==> config.mk <==
export PLATFORM = sky130hd
export DESIGN_NAME = program_loader
export DESIGN_NICKNAME = d
export VERILOG_FILES = /design/src/rtl/program_loader.sv
export SDC_FILE = /design/constraint.sdc
export NUM_CORES = 1
export LEC_CHECK = 0
export ABC_AREA = 1
export BUFFER_PORTS_ARGS = -buffer_cell sky130_fd_sc_hd__buf_4
export CAP_MARGIN = 20
export CORE_MARGIN = 3
export CORE_UTILIZATION = 41
export CTS_BUF_LIST = sky130_fd_sc_hd__clkbuf_2
export CTS_CLUSTER_SIZE = 16
export DETAILED_ROUTE_END_ITERATION = 16
export MAX_ROUTING_LAYER = met4
export RECOVER_POWER = 25
export SLEW_MARGIN = 40
export SYNTH_ARGS = -nofsm -noshare
export SYNTH_HDL_FRONTEND = slang
export SYNTH_SLANG_ARGS = --single-unit
export TNS_END_PERCENT = 20
==> constraint.sdc <==
create_clock -name clk -period 2.6 [get_ports clk]
set_input_delay 0.26 -clock clk [delete_from_list [all_inputs] [get_ports clk]]
set_output_delay 0.26 -clock clk [all_outputs]
set_load 0.01 [all_outputs]
==> src/rtl/program_loader.sv <==
// rtl/program_loader.sv - UART byte stream to program memory writer; holds the BIP core in reset until loaded.
// Optional trailing XOR checksum byte enabled by defining PROGRAM_LOADER_CHECKSUM_EN.
module program_loader #(
  parameter int          ADDR_LENGTH = 11,
  parameter int          DATA_LENGTH = 16,
  parameter logic [7:0]  START_CMD   = 8'hA5
) (
  input  logic                   clk,
  input  logic                   rst_n,
  input  logic [7:0]             rxData,
  input  logic                   rxDone,
  output logic [ADDR_LENGTH-1:0] addrToMemory,
  output logic [DATA_LENGTH-1:0] dataToMemory,
  output logic                   Wr,
  output logic                   bipReset,
  output logic                   loadDone,
  output logic                   loadError,
  output logic [ADDR_LENGTH:0]   wordCount
);

  typedef enum logic [2:0] {
    S_IDLE,
    S_LEN_HI,
    S_LEN_LO,
    S_BYTE_HI,
    S_BYTE_LO,
`ifdef PROGRAM_LOADER_CHECKSUM_EN
    S_CHECK,
`endif
    S_DONE,
    S_ERROR
  } state_t;

  state_t                 state_q, state_d;
  logic [15:0]            len_q, len_d;
  logic [7:0]             hi_q, hi_d;
  logic [DATA_LENGTH-1:0] data_q, data_d;
  logic [ADDR_LENGTH-1:0] addr_q, addr_d;
  logic [ADDR_LENGTH:0]   cnt_q, cnt_d;
  logic                   wr_q, wr_d;
`ifdef PROGRAM_LOADER_CHECKSUM_EN
  logic [7:0]             xor_q, xor_d;
`endif

  logic        start_seen;
  logic [15:0] len_full;
  logic        last_word;

  assign start_seen = rxDone && (rxData == START_CMD);
  assign len_full   = {len_q[15:8], rxData};
  assign last_word  = (32'(cnt_q) + 32'd1) == 32'(len_q);

  always_ff @(posedge clk or negedge rst_n) begin
    if (!rst_n) begin
      state_q <= S_IDLE;
      len_q   <= '0;
      hi_q    <= '0;
      data_q  <= '0;
      addr_q  <= '0;
      cnt_q   <= '0;
      wr_q    <= 1'b0;
`ifdef PROGRAM_LOADER_CHECKSUM_EN
      xor_q   <= '0;
`endif
    end else begin
      state_q <= state_d;
      len_q   <= len_d;
      hi_q    <= hi_d;
      data_q  <= data_d;
      addr_q  <= addr_d;
      cnt_q   <= cnt_d;
      wr_q    <= wr_d;
`ifdef PROGRAM_LOADER_CHECKSUM_EN
      xor_q   <= xor_d;
`endif
    end
  end

  always_comb begin
    state_d = state_q;
    len_d   = len_q;
    hi_d    = hi_q;
    data_d  = data_q;
    addr_d  = addr_q;
    cnt_d   = cnt_q;
    wr_d    = 1'b0;
`ifdef PROGRAM_LOADER_CHECKSUM_EN
    xor_d   = xor_q;
`endif
    // Counters advance in the cycle after the write pulse, independent of incoming bytes.
    if (wr_q) begin
      addr_d = addr_q + 1'b1;
      cnt_d  = cnt_q + 1'b1;
    end

    case (state_q)
      S_IDLE, S_DONE, S_ERROR: begin
        if (start_seen) begin
          state_d = S_LEN_HI;
          addr_d  = '0;
          cnt_d   = '0;
`ifdef PROGRAM_LOADER_CHECKSUM_EN
          xor_d   = '0;
`endif
        end
      end
      S_LEN_HI: begin
        if (rxDone) begin
          len_d   = {rxData, len_q[7:0]};
          state_d = S_LEN_LO;
        end
      end
      S_LEN_LO: begin
        if (rxDone) begin
          len_d = len_full;
          if (len_full == 16'd0 || 32'(len_full) > (32'd1 << ADDR_LENGTH)) begin
            state_d = S_ERROR;
          end else begin
            state_d = S_BYTE_HI;
          end
        end
      end
      S_BYTE_HI: begin
        if (rxDone) begin
          hi_d    = rxData;
          state_d = S_BYTE_LO;
`ifdef PROGRAM_LOADER_CHECKSUM_EN
          xor_d   = xor_q ^ rxData;
`endif
        end
      end
      S_BYTE_LO: begin
        if (rxDone) begin
          data_d = {hi_q, rxData};
          wr_d   = 1'b1;
`ifdef PROGRAM_LOADER_CHECKSUM_EN
          xor_d   = xor_q ^ rxData;
          state_d = last_word ? S_CHECK : S_BYTE_HI;
`else
          state_d = last_word ? S_DONE : S_BYTE_HI;
`endif
        end
      end
`ifdef PROGRAM_LOADER_CHECKSUM_EN
      S_CHECK: begin
        if (rxDone) begin
          state_d = (rxData == xor_q) ? S_DONE : S_ERROR;
        end
      end
`endif
      default: state_d = S_IDLE;
    endcase
  end

  // Completion is withheld while the final word's write pulse is still on the bus.
  assign loadDone     = (state_q == S_DONE) && !wr_q;
  assign loadError    = (state_q == S_ERROR);
  assign bipReset     = !loadDone;
  assign Wr           = wr_q;
  assign addrToMemory = addr_q;
  assign dataToMemory = data_q;
  assign wordCount    = cnt_q;

endmodule

# Word-level counts from Yosys, hierarchy flattened
# Index checks and enable logic that the tools add are counted.
[classes]
bitwise = 2
eq_ne = 13
n_reduce_logical = 13
addsub = 3
n_mux = 19
magnitude_cmp = 1
[op_table]
columns = ["cell", "n"]
rows = [
  ["$mux W12", 3],
  ["$mux W11", 3],
  ["$pmux W16 S2", 1],
  ["$mux W3", 7],
  ["$eq A13 B16 Y1", 1],
  ["$gt A16 B12 Y1 const B", 1],
  ["$logic_not A16 Y1", 1],
  ["$mux W16", 1],
  ["$pmux W3 S5", 1],
  ["$add A12 B1 Y13 const B", 1],
  ["$add A12 B1 Y12 const B", 1],
  ["$add A11 B1 Y11 const B", 1],
  ["$ne A2 B2 Y1 const B", 5],
  ["$eq A3 B3 Y1 const B", 3],
  ["$eq A8 B8 Y1 const B", 1],
  ["$mux W8", 1],
  ["$eq A3 B2 Y1 const B", 2],
  ["$reduce_and A3 Y1", 2],
  ["$reduce_and A5 Y1", 1],
  ["$reduce_and A2 Y1", 2],
  ["$eq A3 B1 Y1 const B", 1],
  ["$logic_not A3 Y1", 1],
  ["$reduce_or A3 Y1", 1],
  ["$logic_and A1 B1 Y1", 2],
  ["4 further kinds", 7],
]
[word_totals]
reg_bits = 67
elab_cells = 59
inputBits = 11
out_inout_bits = 43

# Longest topological paths before layout
[logic_depth]
ltp_word = 5
ltp_mapped = 16
ltp_nobuf = 16

# Worst setup path after synthesis
# Ideal clock, no wire load.
[synth_timing]
path_kind = "register to register"
start = "register cnt_q[0] (netlist: wordCount[0])"
end = "register state_q[1]"
stages_incl_launch_ff = 15
path_buffers = 0
slack_ps = 883
arrival_time_ps = 1600
period_less_slack_ps = 1717
cell_sequence = "dfrtp_1 ha_1 nand2_2 nor2_4 nand3_1 nand2_1 nand2_1 nand2_1 nand3_1 nor2_1 nand3_1 nand2_1 nand2_1 nand2_1 nand2_1"
[synth_between]
elab_chain_cells = 5
[synth_lines]
columns = ["element", "line_no", "text"]
rows = [
  ["start: declaration", "39", "logic [ADDR_LENGTH:0] cnt_q, cnt_d;"],
  ["start signal: assignment", "71", "cnt_q <= cnt_d;"],
  ["$add A12 B1 Y13", "51", "assign last_word = (32'(cnt_q) + 32'd1) == 32'(len_q);"],
  ["$eq A13 B16 Y1", "51", ""],
  ["$mux W3", "140", "state_d = last_word ? S_DONE : S_BYTE_HI;"],
  ["$mux W3", "133", "if (rxDone) begin"],
  ["$pmux W3 S5", "96", "case (state_q)"],
  ["end signal: assignment", "66", "state_q <= state_d;"],
  ["end: declaration", "34", "state_t state_q, state_d;"],
]
# No other way between the ends. The select of a mux whose other input is x is not followed.
# A chain may end at the register's enable or synchronous reset.

# Final worst setup path
[layout_timing]
start = "register wr_q (netlist: Wr)"
end = "output port loadDone"
[layout_between]
elab_chain_cells = 2
[layout_lines]
columns = ["element", "line_no", "text"]
rows = [
  ["start: declaration", "40", "logic wr_q, wr_d;"],
  ["start signal: assignment", "72", "wr_q <= wr_d;"],
  ["$logic_not A1 Y1", "156", "assign loadDone = (state_q == S_DONE) && !wr_q;"],
  ["$logic_and A1 B1 Y1", "156", ""],
  ["end: declaration", "16", "output logic loadDone,"],
]
# No other way between the ends.

==> metrics.txt <==
power per cell area 1180 mW/mm2; CP arrival 2.01 ns; most frequent CP cell buf_4; IO Count 54; Final Max Tran Viols 68; WL final 8800 um; DP HPWL 6350 um; RSZ-0062 raised after global routing false; MaxCap Viol Count 1; chip height 98.5 um; leak pwr 2.15 nW; vias per inst 5.10; number of routed nets with antenna violations 0; Slew HR -10.7%; Final Setup Violations 0; clk_skew 0.0260 ns; Core Region 0.00826 mm2; Seq cells post-synth 67; outcome finished, violations left; Post-Syn Area per Cell 7.47 um2; Worst setup EP type output port; global placer's final weighted congestion 0.842; vias in the first global route 3091; clk_lat worst skew 0.52 ns; violated checks max-capacitance violations, max-slew violations; post-synth cell types 30; TritonCTS clock tree built; register area share after synthesis 47.8%; delay-heaviest family, CP buffers and inverters; DRT Pass-1 Iters 5; CTS Buf Count 9; routed length per instance 13.7 um; clock sink count 67; async set-reset flop share out of synthesis 100%; Main synth FF type dfrtp_1; critical path type reg2out; Mapped Cells 470; slowest cell delay on critical path 0.50 ns; Netlist Area Pre-Place 0.00351 mm2; Worst Max-Slew Pin Slew 1.66 ns; # rows 33; post-cts resize count 0; f_max 440 MHz; Vias 3283; Hold Path Class in2reg; Layout Nets 547; fin crit period 2.27 ns; initial antenna violation count 0; slowest cell on the critical path dfrtp_1; GRT Total Usage 19.6%; Area Overhead vs Synth 19.9%; layout cells sized above 1 15.6%; Root Driver clkbuf_2; Final Hold Vio Count 0; GR Overflow Total 0; Post-Route Hold Slack 0.0510 ns; EDFF count, synth 0; worst path buffer plus inverter count 4; CP Launch Type register; die area 0.00971 mm2; H-tree Lvls 3; critical-path maximum fanout 18; port bufs 53; largest net degree at the start of global routing 68; CTS Buffer Depth 2; Initial Utilization 42.5%; syn nets 483; DRC viols 0; worst vdd ir 0.000501 V; Tcrit/Tclk final 87.4%; CP Data Required Time 2.34 ns; final setup TNS 0 ns; Synth warnings 0; 1st-iter DRT viols 127; Clock transition at path regs 0.21 ns; Antenna Cells 0; die width 98.5 um; first-pass GRT wire length 14800 um; CP Cell Sequence buf_4 -> clkinv_1 -> nand2_1 -> inv_1 -> buf_4
sequential cells by signal, indices dropped and copies added, names as in the netlist:
name and count:
dataToMemory 16, len_q 16, wordCount 12, addrToMemory 11, hi_q 8, state_q 3
Wr 1
tightest hold or removal path, delay by kind of cell:
family / cells / cell delay (ns)
AO/OA/AOI/OAI: 1 / 0.08
AND/OR/NAND/NOR: 1 / 0.09
buffers and inverters: 1 / 0.13
cell usage in the layout (no fill, tap or decap):
cell type and count:
nand2_1 145, dfrtp_1 67, buf_4 54, inv_1 53
nor2_1 51, nand3_1 40, o21ai_0 28, a211oi_1 12
clkbuf_2 11, nor3_1 9, nand4_1 9, dlygate4sd3_1 7
o21ai_1 6, nor2_2 5, a21oi_1 5, nand3b_1 4
clkinv_4 4, nor4_1 3, nor3b_1 3, xor2_1 3
nor2_4 3, o21bai_1 2, nand2_2 2, inv_2 2
ha_1 2, or4_1 1, a31oi_1 1, xnor2_1 1
clkinv_1 1, o22ai_2 1, o22ai_1 1, o211ai_1 1
bufinv_16 1, inv_6 1
per-layer routing:
metal,vias to the layer above,part of all wire [%],track usage [%]
met5,-,0,-
met4,0,1.4,5.46
met3,11,4.8,4.67
met2,77,45,30.0
met1,1543,48,26.2
li1,1652,-,-
area by class of cell:
class | instances | area, um2
multi-input combinational | 338 | 1590
tap | 105 | 131
sequential | 67 | 1680
clock buffer | 10 | 50.0
fill | 824 | 4050
clock inverter | 6 | 73.8
inverter | 56 | 210
timing repair buffer | 62 | 480
cells in the mapped netlist (3+ instances only):
library cell | count | area (um2)
o21ai_1 | 6 | 30.0
nand2_1 | 145 | 544
nand3_1 | 40 | 200
inv_1 | 53 | 199
nor3_1 | 9 | 45.0
nor2_2 | 4 | 25.0
nand4_1 | 9 | 56.3
a21oi_1 | 5 | 25.0
clkbuf_1 | 5 | 18.8
dfrtp_1 | 67 | 1680
nor2_1 | 52 | 195
nor3b_1 | 3 | 22.5
nor2_4 | 3 | 33.8
o21ai_0 | 28 | 140
xor2_1 | 3 | 26.3
nand3b_1 | 4 | 30.0
nor4_1 | 3 | 18.8
a211oi_1 | 12 | 90.1
buf_2 | 4 | 20.0
worst paths after layout:
| check | from | to | slack (ns) | cells past startpoint |
|---|---|---|---|---|
| min in group asynchronous | rst_n | addrToMemory[8] | 0.68 | 2 |
| min | rxData[7] | len_q[15] | 0.05 | 3 |
| max | Wr | loadDone | 0.33 | 5 |
| max reg2reg | wordCount[0] | state_q[1] | 0.67 | 14 |
| max in group asynchronous | rst_n | dataToMemory[0] | 0.93 | 2 |
| min reg2reg | hi_q[5] | dataToMemory[13] | 0.49 | 2 |
repair_timing:
item                                   4_1_cts  5_1_grt
buffers inserted                             0        0
hold buffers                                 7        0
endpoints found under the hold margin       73        0
stage by stage:
step                      instance area (um2)  worst slack, ns  std cells  utilization [%]  power (mW)
after floorplan                          3510            0.883        470                -        3.44
after global placement                   4020            0.758        621             48.6        4.29
after detailed placement                 4020            0.696        621             48.7        4.36
after CTS                                4210            0.257        644             51.0        5.02
after global routing                     4210            0.108        644             51.0        5.46
final                                    4210            0.329        644             51.0        4.99
cell families (layout without fill, tap and decap cells):
kind of cell	Yosys count	count (layout)	share of synthesized area [%]
DFF	67	67	47.8
xor gates and xnor gates	4	4	0.998
adders and majority gates	2	2	0.713
AOI/OAI and AO/OA	57	57	9.48
and+or+nand+nor	275	275	33.9
buffers and inverters	65	134	7.09
where the power goes:
part | leakage, nW | switching (mW) | internal, mW | total [mW]
clock | 0.0767 | 0.416 | 0.237 | 0.653
combinational | 1.27 | 1.37 | 0.988 | 2.36
sequential | 0.812 | 0.464 | 1.51 | 1.98
Power figures use the tool's default switching activity.
